`src/rtl/axi4_rd_arbiter.sv`:
```
// Round-robin arbiter sharing one AXI4 read master (AR + R) between
// S_COUNT requesters, one outstanding burst at a time.
module axi4_rd_arbiter #(
  parameter int S_COUNT    = 2,
  parameter int ID_WIDTH   = 8,
  parameter int ADDR_WIDTH = 32,
  parameter int DATA_WIDTH = 32
) (
  input  logic                           clk,
  input  logic                           rst,
  input  logic [S_COUNT*ID_WIDTH-1:0]    s_axi_arid,
  input  logic [S_COUNT*ADDR_WIDTH-1:0]  s_axi_araddr,
  input  logic [S_COUNT*8-1:0]           s_axi_arlen,
  input  logic [S_COUNT-1:0]             s_axi_arvalid,
  output logic [S_COUNT-1:0]             s_axi_arready,
  output logic [S_COUNT*ID_WIDTH-1:0]    s_axi_rid,
  output logic [S_COUNT*DATA_WIDTH-1:0]  s_axi_rdata,
  output logic [S_COUNT*2-1:0]           s_axi_rresp,
  output logic [S_COUNT-1:0]             s_axi_rlast,
  output logic [S_COUNT-1:0]             s_axi_rvalid,
  input  logic [S_COUNT-1:0]             s_axi_rready,
  output logic [ID_WIDTH-1:0]            m_axi_arid,
  output logic [ADDR_WIDTH-1:0]          m_axi_araddr,
  output logic [7:0]                     m_axi_arlen,
  output logic                           m_axi_arvalid,
  input  logic                           m_axi_arready,
  input  logic [ID_WIDTH-1:0]            m_axi_rid,
  input  logic [DATA_WIDTH-1:0]          m_axi_rdata,
  input  logic [1:0]                     m_axi_rresp,
  input  logic                           m_axi_rlast,
  input  logic                           m_axi_rvalid,
  output logic                           m_axi_rready
);

  localparam int GW = (S_COUNT > 1) ? $clog2(S_COUNT) : 1;

  typedef enum logic [1:0] {
    IDLE,
    ADDR,
    DATA
  } state_t;

  state_t                  state_q, state_d;
  logic [GW-1:0]           g_q, g_d;
  logic [GW-1:0]           lg_q, lg_d;
  logic [ID_WIDTH-1:0]     arid_q, arid_d;
  logic [ADDR_WIDTH-1:0]   araddr_q, araddr_d;
  logic [7:0]              arlen_q, arlen_d;
  logic                    arvalid_q, arvalid_d;

  logic                    sel_vld;
  logic [GW-1:0]           sel;
  int                      idx;

  logic [S_COUNT-1:0]      arready_c;
  logic [S_COUNT-1:0]      rvalid_c;
  logic                    rready_c;

  // Scan starts just after the last served port, so it gets lowest priority
  always_comb begin
    sel_vld = 1'b0;
    sel     = '0;
    idx     = 0;
    for (int k = 1; k <= S_COUNT; k++) begin
      idx = (int'(lg_q) + k) % S_COUNT;
      if (!sel_vld && s_axi_arvalid[GW'(idx)]) begin
        sel_vld = 1'b1;
        sel     = GW'(idx);
      end
    end
  end

  always_comb begin
    state_d   = state_q;
    g_d       = g_q;
    lg_d      = lg_q;
    arid_d    = arid_q;
    araddr_d  = araddr_q;
    arlen_d   = arlen_q;
    arvalid_d = arvalid_q;
    arready_c = '0;
    rvalid_c  = '0;
    rready_c  = 1'b0;
    unique case (state_q)
      IDLE: begin
        if (sel_vld) begin
          arready_c[sel] = 1'b1;
          arid_d    = s_axi_arid[int'(sel)*ID_WIDTH +: ID_WIDTH];
          araddr_d  = s_axi_araddr[int'(sel)*ADDR_WIDTH +: ADDR_WIDTH];
          arlen_d   = s_axi_arlen[int'(sel)*8 +: 8];
          arvalid_d = 1'b1;
          g_d       = sel;
          state_d   = ADDR;
        end
      end
      ADDR: begin
        if (m_axi_arready) begin
          arvalid_d = 1'b0;
          state_d   = DATA;
        end
      end
      DATA: begin
        rvalid_c[g_q] = m_axi_rvalid;
        rready_c      = s_axi_rready[g_q];
        if (m_axi_rvalid && rready_c && m_axi_rlast) begin
          lg_d    = g_q;
          state_d = IDLE;
        end
      end
      default: state_d = IDLE;
    endcase
    if (rst) begin
      arready_c = '0;
      rvalid_c  = '0;
      rready_c  = 1'b0;
    end
  end

  always_ff @(posedge clk) begin
    if (rst) begin
      state_q   <= IDLE;
      g_q       <= '0;
      lg_q      <= GW'(S_COUNT - 1);
      arid_q    <= '0;
      araddr_q  <= '0;
      arlen_q   <= '0;
      arvalid_q <= 1'b0;
    end else begin
      state_q   <= state_d;
      g_q       <= g_d;
      lg_q      <= lg_d;
      arid_q    <= arid_d;
      araddr_q  <= araddr_d;
      arlen_q   <= arlen_d;
      arvalid_q <= arvalid_d;
    end
  end

  assign s_axi_arready = arready_c;
  assign s_axi_rvalid  = rvalid_c;
  assign m_axi_rready  = rready_c;
  assign s_axi_rid     = {S_COUNT{m_axi_rid}};
  assign s_axi_rdata   = {S_COUNT{m_axi_rdata}};
  assign s_axi_rresp   = {S_COUNT{m_axi_rresp}};
  assign s_axi_rlast   = {S_COUNT{m_axi_rlast}};
  assign m_axi_arid    = arid_q;
  assign m_axi_araddr  = araddr_q;
  assign m_axi_arlen   = arlen_q;
  assign m_axi_arvalid = arvalid_q;

endmodule

```
`config.mk`:
```
export PLATFORM = sky130hd
export DESIGN_NAME = axi4_rd_arbiter
export DESIGN_NICKNAME = d
export VERILOG_FILES = /design/src/rtl/axi4_rd_arbiter.sv
export SDC_FILE = /design/constraint.sdc
export NUM_CORES = 1
export LEC_CHECK = 0
export ABC_AREA = 1
export CAP_MARGIN = 20
export CORE_MARGIN = 5
export CORE_UTILIZATION = 32
export DETAILED_ROUTE_END_ITERATION = 8
export PLACE_DENSITY = 0.81
export SETUP_SLACK_MARGIN = 0.5
export SLEW_MARGIN = 30
export SYNTH_ARGS = -nofsm -noshare
export SYNTH_HDL_FRONTEND = slang
export SYNTH_SLANG_ARGS = --single-unit
export TNS_END_PERCENT = 30
```
`constraint.sdc`:
```
create_clock -name clk -period 1.6 [get_ports clk]
set_input_delay 0.32 -clock clk [delete_from_list [all_inputs] [get_ports clk]]
set_output_delay 0.32 -clock clk [all_outputs]
set_load 0.02 [all_outputs]
```
Yosys cells after proc, flatten, opt, wreduce, memory -nomap -nowiden
Cells that the tools add are included.
{"block": "word_totals", "register_bits": 53, "latchBits": 0, "ram_bits": 0, "romBits": 0, "in_bits": 147, "output_inout_bits": 140, "mem_count": 0}
{"block": "op_classes", "n_addsub": 2, "n_mul": 0, "n_div": 0, "magnitude_cmp": 6, "eq_ne": 5, "n_shift": 3, "muxes": 28, "bitwise_logic": 1, "reduce_logical": 12}
{"operator": "$shiftx 64x7->32", "n": 1}
{"operator": "$shiftx 16x5->8", "n": 2}
{"operator": "$mux 1", "n": 16}
{"operator": "$mux 2", "n": 8}
{"operator": "$lt 1x3->1 const B", "n": 2}
{"operator": "$ne 2x2->1 const B", "n": 3}
{"operator": "$pmux 2 s3", "n": 1}
{"operator": "$reduce_and 3->1", "n": 2}
{"operator": "$logic_and 1x1->1", "n": 5}
{"operator": "$lt 1x2->1 const B", "n": 2}
{"operator": "$reduce_and 2->1", "n": 2}
{"operator": "$add 1x1->1 const B", "n": 2}
{"operator": "$and 2x2->2", "n": 1}
{"operator": "$demux 1 s1", "n": 2}
{"operator": "$eq 2x1->1 const B", "n": 1}
{"operator": "$eq 2x2->1 const B", "n": 1}
{"operator": "$ge 1x1->1 const B", "n": 2}
{"operator": "$logic_not 2->1", "n": 1}
{"operator": "$pmux 1 s2", "n": 1}
{"operator": "$reduce_bool 2->1", "n": 1}
{"operator": "$logic_not 1->1", "n": 1}

Longest topological paths before layout
Gate-level depths: netlist of the first run.
{"block": "depth", "ltp_word": 15, "ltp_mapped": 7, "mapped_depth_nobuf": 6}

Least setup slack after synthesis of the first run
No wires, ideal clock.
{"block": "synth_path", "path_kind": "register to output", "start": "register state_q[0]", "end": "output port s_axi_arready[0]", "t_arrival_ns": 1.181, "slack_ns": 0.099, "path_stages_with_launch": 5, "path_buffers": 1, "cell_sequence": "dfxtp_1 nor2_2 nand2_4 buf_2 nor3_1"}
{"block": "synth_via", "elab_chain_len": 3}
{"element": "start, declared", "line_no": "43", "text": "state_t state_q, state_d;"}
{"element": "start signal, assigned", "line_no": "129", "text": "state_q <= state_d;"}
{"element": "$logic_not 2->1", "line_no": "84", "text": "unique case (state_q)"}
{"element": "$mux 2", "line_no": "84"}
{"element": "$mux 2", "line_no": "112", "text": "if (rst) begin"}
{"element": "end, declared", "line_no": "15", "text": "output logic [S_COUNT-1:0] s_axi_arready,"}
Every way passes these cells.

Worst setup path after layout of the first run
{"block": "layout_path", "start": "register state_q[1]", "end": "output port s_axi_rvalid[0]"}
{"block": "layout_via", "elab_chain_len": 3}
{"element": "$eq 2x2->1", "line_no": "84"}
{"element": "$mux 2", "line_no": "84"}
{"element": "$mux 2", "line_no": "112"}
{"element": "end, declared", "line_no": "20", "text": "output logic [S_COUNT-1:0] s_axi_rvalid,"}
Every way passes these cells.

==> run summary, run 1 <==
Final Hold Fails -> 0
Layout area overhead -> 69.1%
Share of cells above drive strength 1 -> 50.5%
Largest net degree at the start of global routing -> 51
Reg clk slew, reported paths -> 0.09 ns
Num CTS Buffers -> 5
FF+latch count, synth -> 53
Max-cap violation count -> 0
Top-count cell post-synth -> buf_4
Register area -> 1140 um^2
Total power -> 4.05 mW
First DRT Iteration DRCs -> 85
Critical path class -> reg -> out
VDD IR max -> 357 uV
Max incr delay on CP -> 0.37 ns
R2r worst-path depth -> 9
Power Dens Cells -> 717 nW/um^2
Worst min path class -> in -> reg
Worst r2r src -> state_q[0]
Synthesized cell area -> 3340 um^2
Post-route DRC -> 0
Cells after synthesis -> 487
Mapped Nets -> 634
CTS tree -> done
RSZ-0062 raised after global routing -> yes
Die Y -> 112 um
Drt total wl -> 11700 um
Relative slew margins -> 67.8%
Avg Inst Size Synth -> 6.86 um^2
Slowest cell on crit path -> dfxtp_2
CTS H-tree lvls -> 2
Tcrit/Tclk final -> 97.6%
Crit path DAT -> 1.24 ns
DP HPWL -> 7210 um
Post-layout nets -> 728
Dpl cells -> 686
Slew @ Worst Pin -> 0.483 ns
Leading area contributor after synthesis -> dfxtp_1
Number of synthesized flops with an enable pin -> 0
Slew Viols, Final -> 0
Setup crit start kind -> flop
Worst hold path depth -> 3
Layout Cells excl Fill -> 718
Drt pass-1 iters -> 4
Yosys Warn Count -> 0
Gpl congestion -> 0.814
Outcome -> complete, no violations
Clock Latency Late Sink -> 0.30 ns
Initial antenna violation count -> 0
Fillers -> 904
Starting Density -> 32.7%
Reg2reg end -> m_axi_arlen[3]
Crit path to -> s_axi_rvalid[0]
Final hold slack -> 0.487 ns
Top-area cell type share of the netlist area -> 31.8%
Die Area -> 12600 um^2
CP max FO -> 3
I/O Buffers -> 159
CP required -> 1.28 ns
Most used DFF post-synth -> dfxtp_1
Detailed-route vias per instance -> 4.64
WL per Instance -> 16.3 um
R2r setup slk -> 0.14 ns
CP Cell Sequence -> inv_2 -> nor2_4 -> nand2_4 -> nor3_4 -> buf_6
CTS Buffer Depth -> 2
Area of the multi-input gates -> 1670 um^2
Routed Antenna Nets -> 0
Post-synth ARST share -> 0%
N_diodes -> 0
Setup_tns -> 0 ns
Static leakage -> 2.49 nW
Vias -> 3332
Final setup violation count -> 0
Synth cell count leaders -> buf_4, nand2_1, a21oi_1, dfxtp_1, inv_1
Num Clock Sinks -> 53
Core Box Area -> 10200 um^2
Post-synth cell types -> 21
Global route overflow -> 0
Skew final -> 0.00614 ns
Vias in the first global route -> 3444
GRT Util Overall -> 16.8%
Die width -> 112 um
Num rows -> 37
Worst Setup End Kind -> output pin
Beginning of the critical path -> state_q[1]
First-pass GRT wire length -> 17100 um
Tmin final -> 1.56 ns
Io pins -> 287
Fmax -> 0.640 GHz
Ranking of synthesized cells by area -> dfxtp_1, buf_4, or2_2
Register area share after synthesis -> 31.8%
Layout Utilization -> 55.2%
Clock root buffer -> clkbuf_8
[state kept, by name, summed over array words and instances (netlist names)]
signal and flops:
m_axi_arlen 8, m_axi_arid 8, lg_q 1, m_axi_arvalid 1, m_axi_araddr 32, state_q 2
g_q 1
[metrics by stage]
step | setup slack, ns | cell area (um^2)
detailed placement | -0.525 | 4550
global route | -0.0685 | 5650
CTS | 0.0296 | 5020
floorplan | 0.367 | 3420
finish | 0.0383 | 5650
global placement | -0.444 | 4550
[worst max-delay path: cells and delay by family (launching register included)]
| family | cells | cell delay, ns |
|---|---|---|
| AND/OR/NAND/NOR | 3 | 0.37 |
| flip-flops | 1 | 0.37 |
| buffers and inverters | 2 | 0.20 |
[report_power, final]
part	leakage, nW	internal (mW)	switching, mW	total [mW]
Sequential	0.456	1.47	0.121	1.59
Clock	0.0585	0.511	0.432	0.943
Combinational	1.98	0.860	0.660	1.52
[routing by layer]
metal  track usage [%]  wire [um]  up-vias
li1                  -          -     1614
met1              18.9       4360     1504
met2              28.4       5860      153
met3              4.85        953       61
met4              8.97        515        0
met5                 0          0        -
[cell usage in the layout, fill, tap and decap left out, types with 6 or more instances in the layout]
master            n
buf_12           10
buf_4            11
buf_6            58
buf_8             6
a21oi_2          18
nand2_1          54
inv_1            49
dfxtp_2          49
o21ai_2          48
or2_2            48
clkdlybuf4s50_1  99
nor2_1           47
clkbuf_8          6
buf_16            7
a21oi_1          30
[worst min path at each step]
| stage | from | end | slack, ns |
|---|---|---|---|
| final | rst | state_q[0] | 0.49 |
| after global routing | rst | state_q[0] | 0.50 |
| after global placement | m_axi_arvalid | m_axi_arvalid | 0.45 |
| after detailed placement | m_axi_arvalid | m_axi_arvalid | 0.48 |
| after floorplan | rst | state_q[0] | 0.38 |
| after CTS | rst | state_q[0] | 0.47 |
[kinds of logic (layout without fill, tap and decap cells)]
family                 count (synthesis)  in the layout  share of synthesized area, %
AOI/OAI and AO/OA                    102            102                          15.3
buffers and inverters                166            261                          29.9
DFF                                   53             53                          31.8
and+or+nand+nor                      166            166                          23.1
[timing repair]
| item | 4_1_cts | 5_1_grt |
|---|---|---|
| hold buffers | 0 | 0 |
| resized for setup | 153 | 393 |
| setup buffers | 8 | 5 |
| setup endpoints to repair | 108 | 108 |
| cloned | 7 | 4 |
| hold endpoints to repair | 0 | 0 |
| pin swaps | 23 | 53 |
[area by class of cell]
class	count	area share, %
timing repair buffer	198	41.1
multi-input combinational	268	29.6
sequential	53	20.1
inverter	55	4.12
tap	136	3.01
clock buffer	7	1.53
clock inverter	1	0.531
(Power assumes the default switching activity.)
==> inputs of run 2 (changes only) <==
- CTS_BUF_LIST: unset -> sky130_fd_sc_hd__clkbuf_16
==> run summary, run 2 (synthesis gave the netlist of run 1 again) <==
Outcome -> complete, no violations
Worst min path class -> reg -> reg
Die width -> 112 um
Reg2reg end -> m_axi_arlen[3]
Final WS setup -> 0.0769 ns
Grt met3 use -> 4.96%
Fmax -> 0.657 GHz
Vias in the first global route -> 3457
Share of cells above drive strength 1 -> 48.6%
Clock Latency Late Sink -> 0.29 ns
Post-layout nets -> 724
Layout area overhead -> 64.9%
Die Y -> 112 um
Num CTS Buffers -> 5
Vias -> 3318
Slew @ Worst Pin -> 0.342 ns
Fillers -> 907
R2r worst-path depth -> 10
Reg clk slew, reported paths -> 0.06 ns
Gpl congestion -> 0.814
Area of the multi-input gates -> 1610 um^2
Power Dens Cells -> 764 nW/um^2
Io pins -> 287
Relative slew margins -> 77.2%
Beginning of the critical path -> state_q[0]
Die Area -> 12600 um^2
R2r setup slk -> 0.14 ns
Slew Viols, Final -> 0
Commonest cells after routing, fill and taps aside -> clkdlybuf4s50_1, buf_6, nand2_1, inv_1, dfxtp_2
Final Hold Fails -> 0
Layout Utilization -> 53.9%
Drt total wl -> 11200 um
Routed Antenna Nets -> 0
Core Box Area -> 10200 um^2
Static leakage -> 2.46 nW
Setup WS pre-CTS -> -0.525 ns
Max FFs per register -> 32
Num Clock Sinks -> 53
Skew final -> 0.00709 ns
# hold bufs at CTS -> 0
Post-route DRC -> 0
Worst Hold Path EP -> m_axi_araddr[30]
Crit path DAT -> 1.20 ns
Setup_tns -> 0 ns
Drt pass-1 iters -> 4
GRT met1 Usage -> 18.8%
Worst hold path depth -> 2
Num rows -> 37
Largest net degree at the start of global routing -> 51
RSZ-0062 raised after global routing -> yes
Clock root buffer -> clkbuf_16
WL per Instance -> 15.7 um
CP required -> 1.28 ns
Most Used Layer, Global Route -> met2
Final setup violation count -> 0
Tcrit/Tclk final -> 95.2%
CTS Buffer Depth -> 2
Register area -> 1130 um^2
Worst r2r src -> state_q[1]
Tmin final -> 1.52 ns
Global route overflow -> 0
VDD IR max -> 524 uV
GR Util met2 -> 28.8%
CTS H-tree lvls -> 2
Initial antenna violation count -> 0
N_diodes -> 0
CTS tree -> done
Setup crit start kind -> flop
GRT Util Overall -> 16.7%
Worst Hold Launch -> m_axi_araddr[30]
Worst Setup End Kind -> output pin
I/O Buffers -> 159
First-pass GRT wire length -> 17200 um
Detailed-route vias per instance -> 4.65
First DRT Iteration DRCs -> 112
Max-cap violation count -> 0
Critical path class -> reg -> out
Most common cell after layout, fill and taps aside -> clkdlybuf4s50_1
DP HPWL -> 7210 um
CP max FO -> 4
Starting Density -> 32.7%
-- run 2: changes by cell type in the layout (fill, tap and decap cells not counted), moves of 3 or more --
cell       previous run  this run
a21oi_1              30        36
a21oi_4               5         1
buf_4                11        14
buf_8                 6         2
clkbuf_16             3         6
clkbuf_8              6         0
-- run 2: area by class of cell --
type | instances | area share, %
timing repair buffer | 194 | 40.2
multi-input combinational | 268 | 29.2
sequential | 53 | 20.6
inverter | 55 | 4.04
tap | 136 | 3.09
clock buffer | 5 | 2.27
clock inverter | 3 | 0.681
-- run 2: critical path: stages (launching register included) --
cell     delay, ns
dfxtp_4       0.37
nor2_4        0.13
nand2_4       0.09
nor3_4        0.19
buf_6         0.14
-- run 2: what timing repair did --
item,4_1_cts,5_1_grt
setup buffers,8,4
gates cloned,7,1
resized for setup,163,356
setup endpoints to repair,108,107
pin swaps,28,69
-- run 2: routing by layer --
metal	part of all wire (%)	vias to the layer above
li1	-	1607
met4	4.0	0
met2	51	155
met3	8.0	54
met5	0	-
met1	37	1502
-- run 2: how the worst max path moves through the flow --
stage / slack, ns / end / cells after the start
floorplan: 0.37 / s_axi_arready[0] / 4
global placement: -0.44 / s_axi_rvalid[0] / 5
detailed placement: -0.53 / m_axi_araddr[17] / 7
CTS: 0.08 / s_axi_rvalid[0] / 4
global route: -0.01 / s_axi_rvalid[0] / 5
finish: 0.08 / s_axi_rvalid[1] / 4
-- run 2: per-stage QoR --
stage / cells / total power [mW] / hold slack (ns) / cell area [um^2]
floorplan: 487 / 2.31 / 0.382 / 3420
global placement: 686 / 2.57 / 0.448 / 4550
detailed placement: 686 / 2.59 / 0.482 / 4550
CTS: 709 / 3.99 / 0.487 / 5090
global route: 714 / 4.42 / 0.508 / 5510
finish: 714 / 4.21 / 0.489 / 5510
-- run 2: where the power goes --
part	internal [mW]	total (mW)	switching [mW]
clock network	0.728	1.19	0.458
registers	1.47	1.59	0.117
logic	0.806	1.44	0.630
total	3.00	4.21	1.20
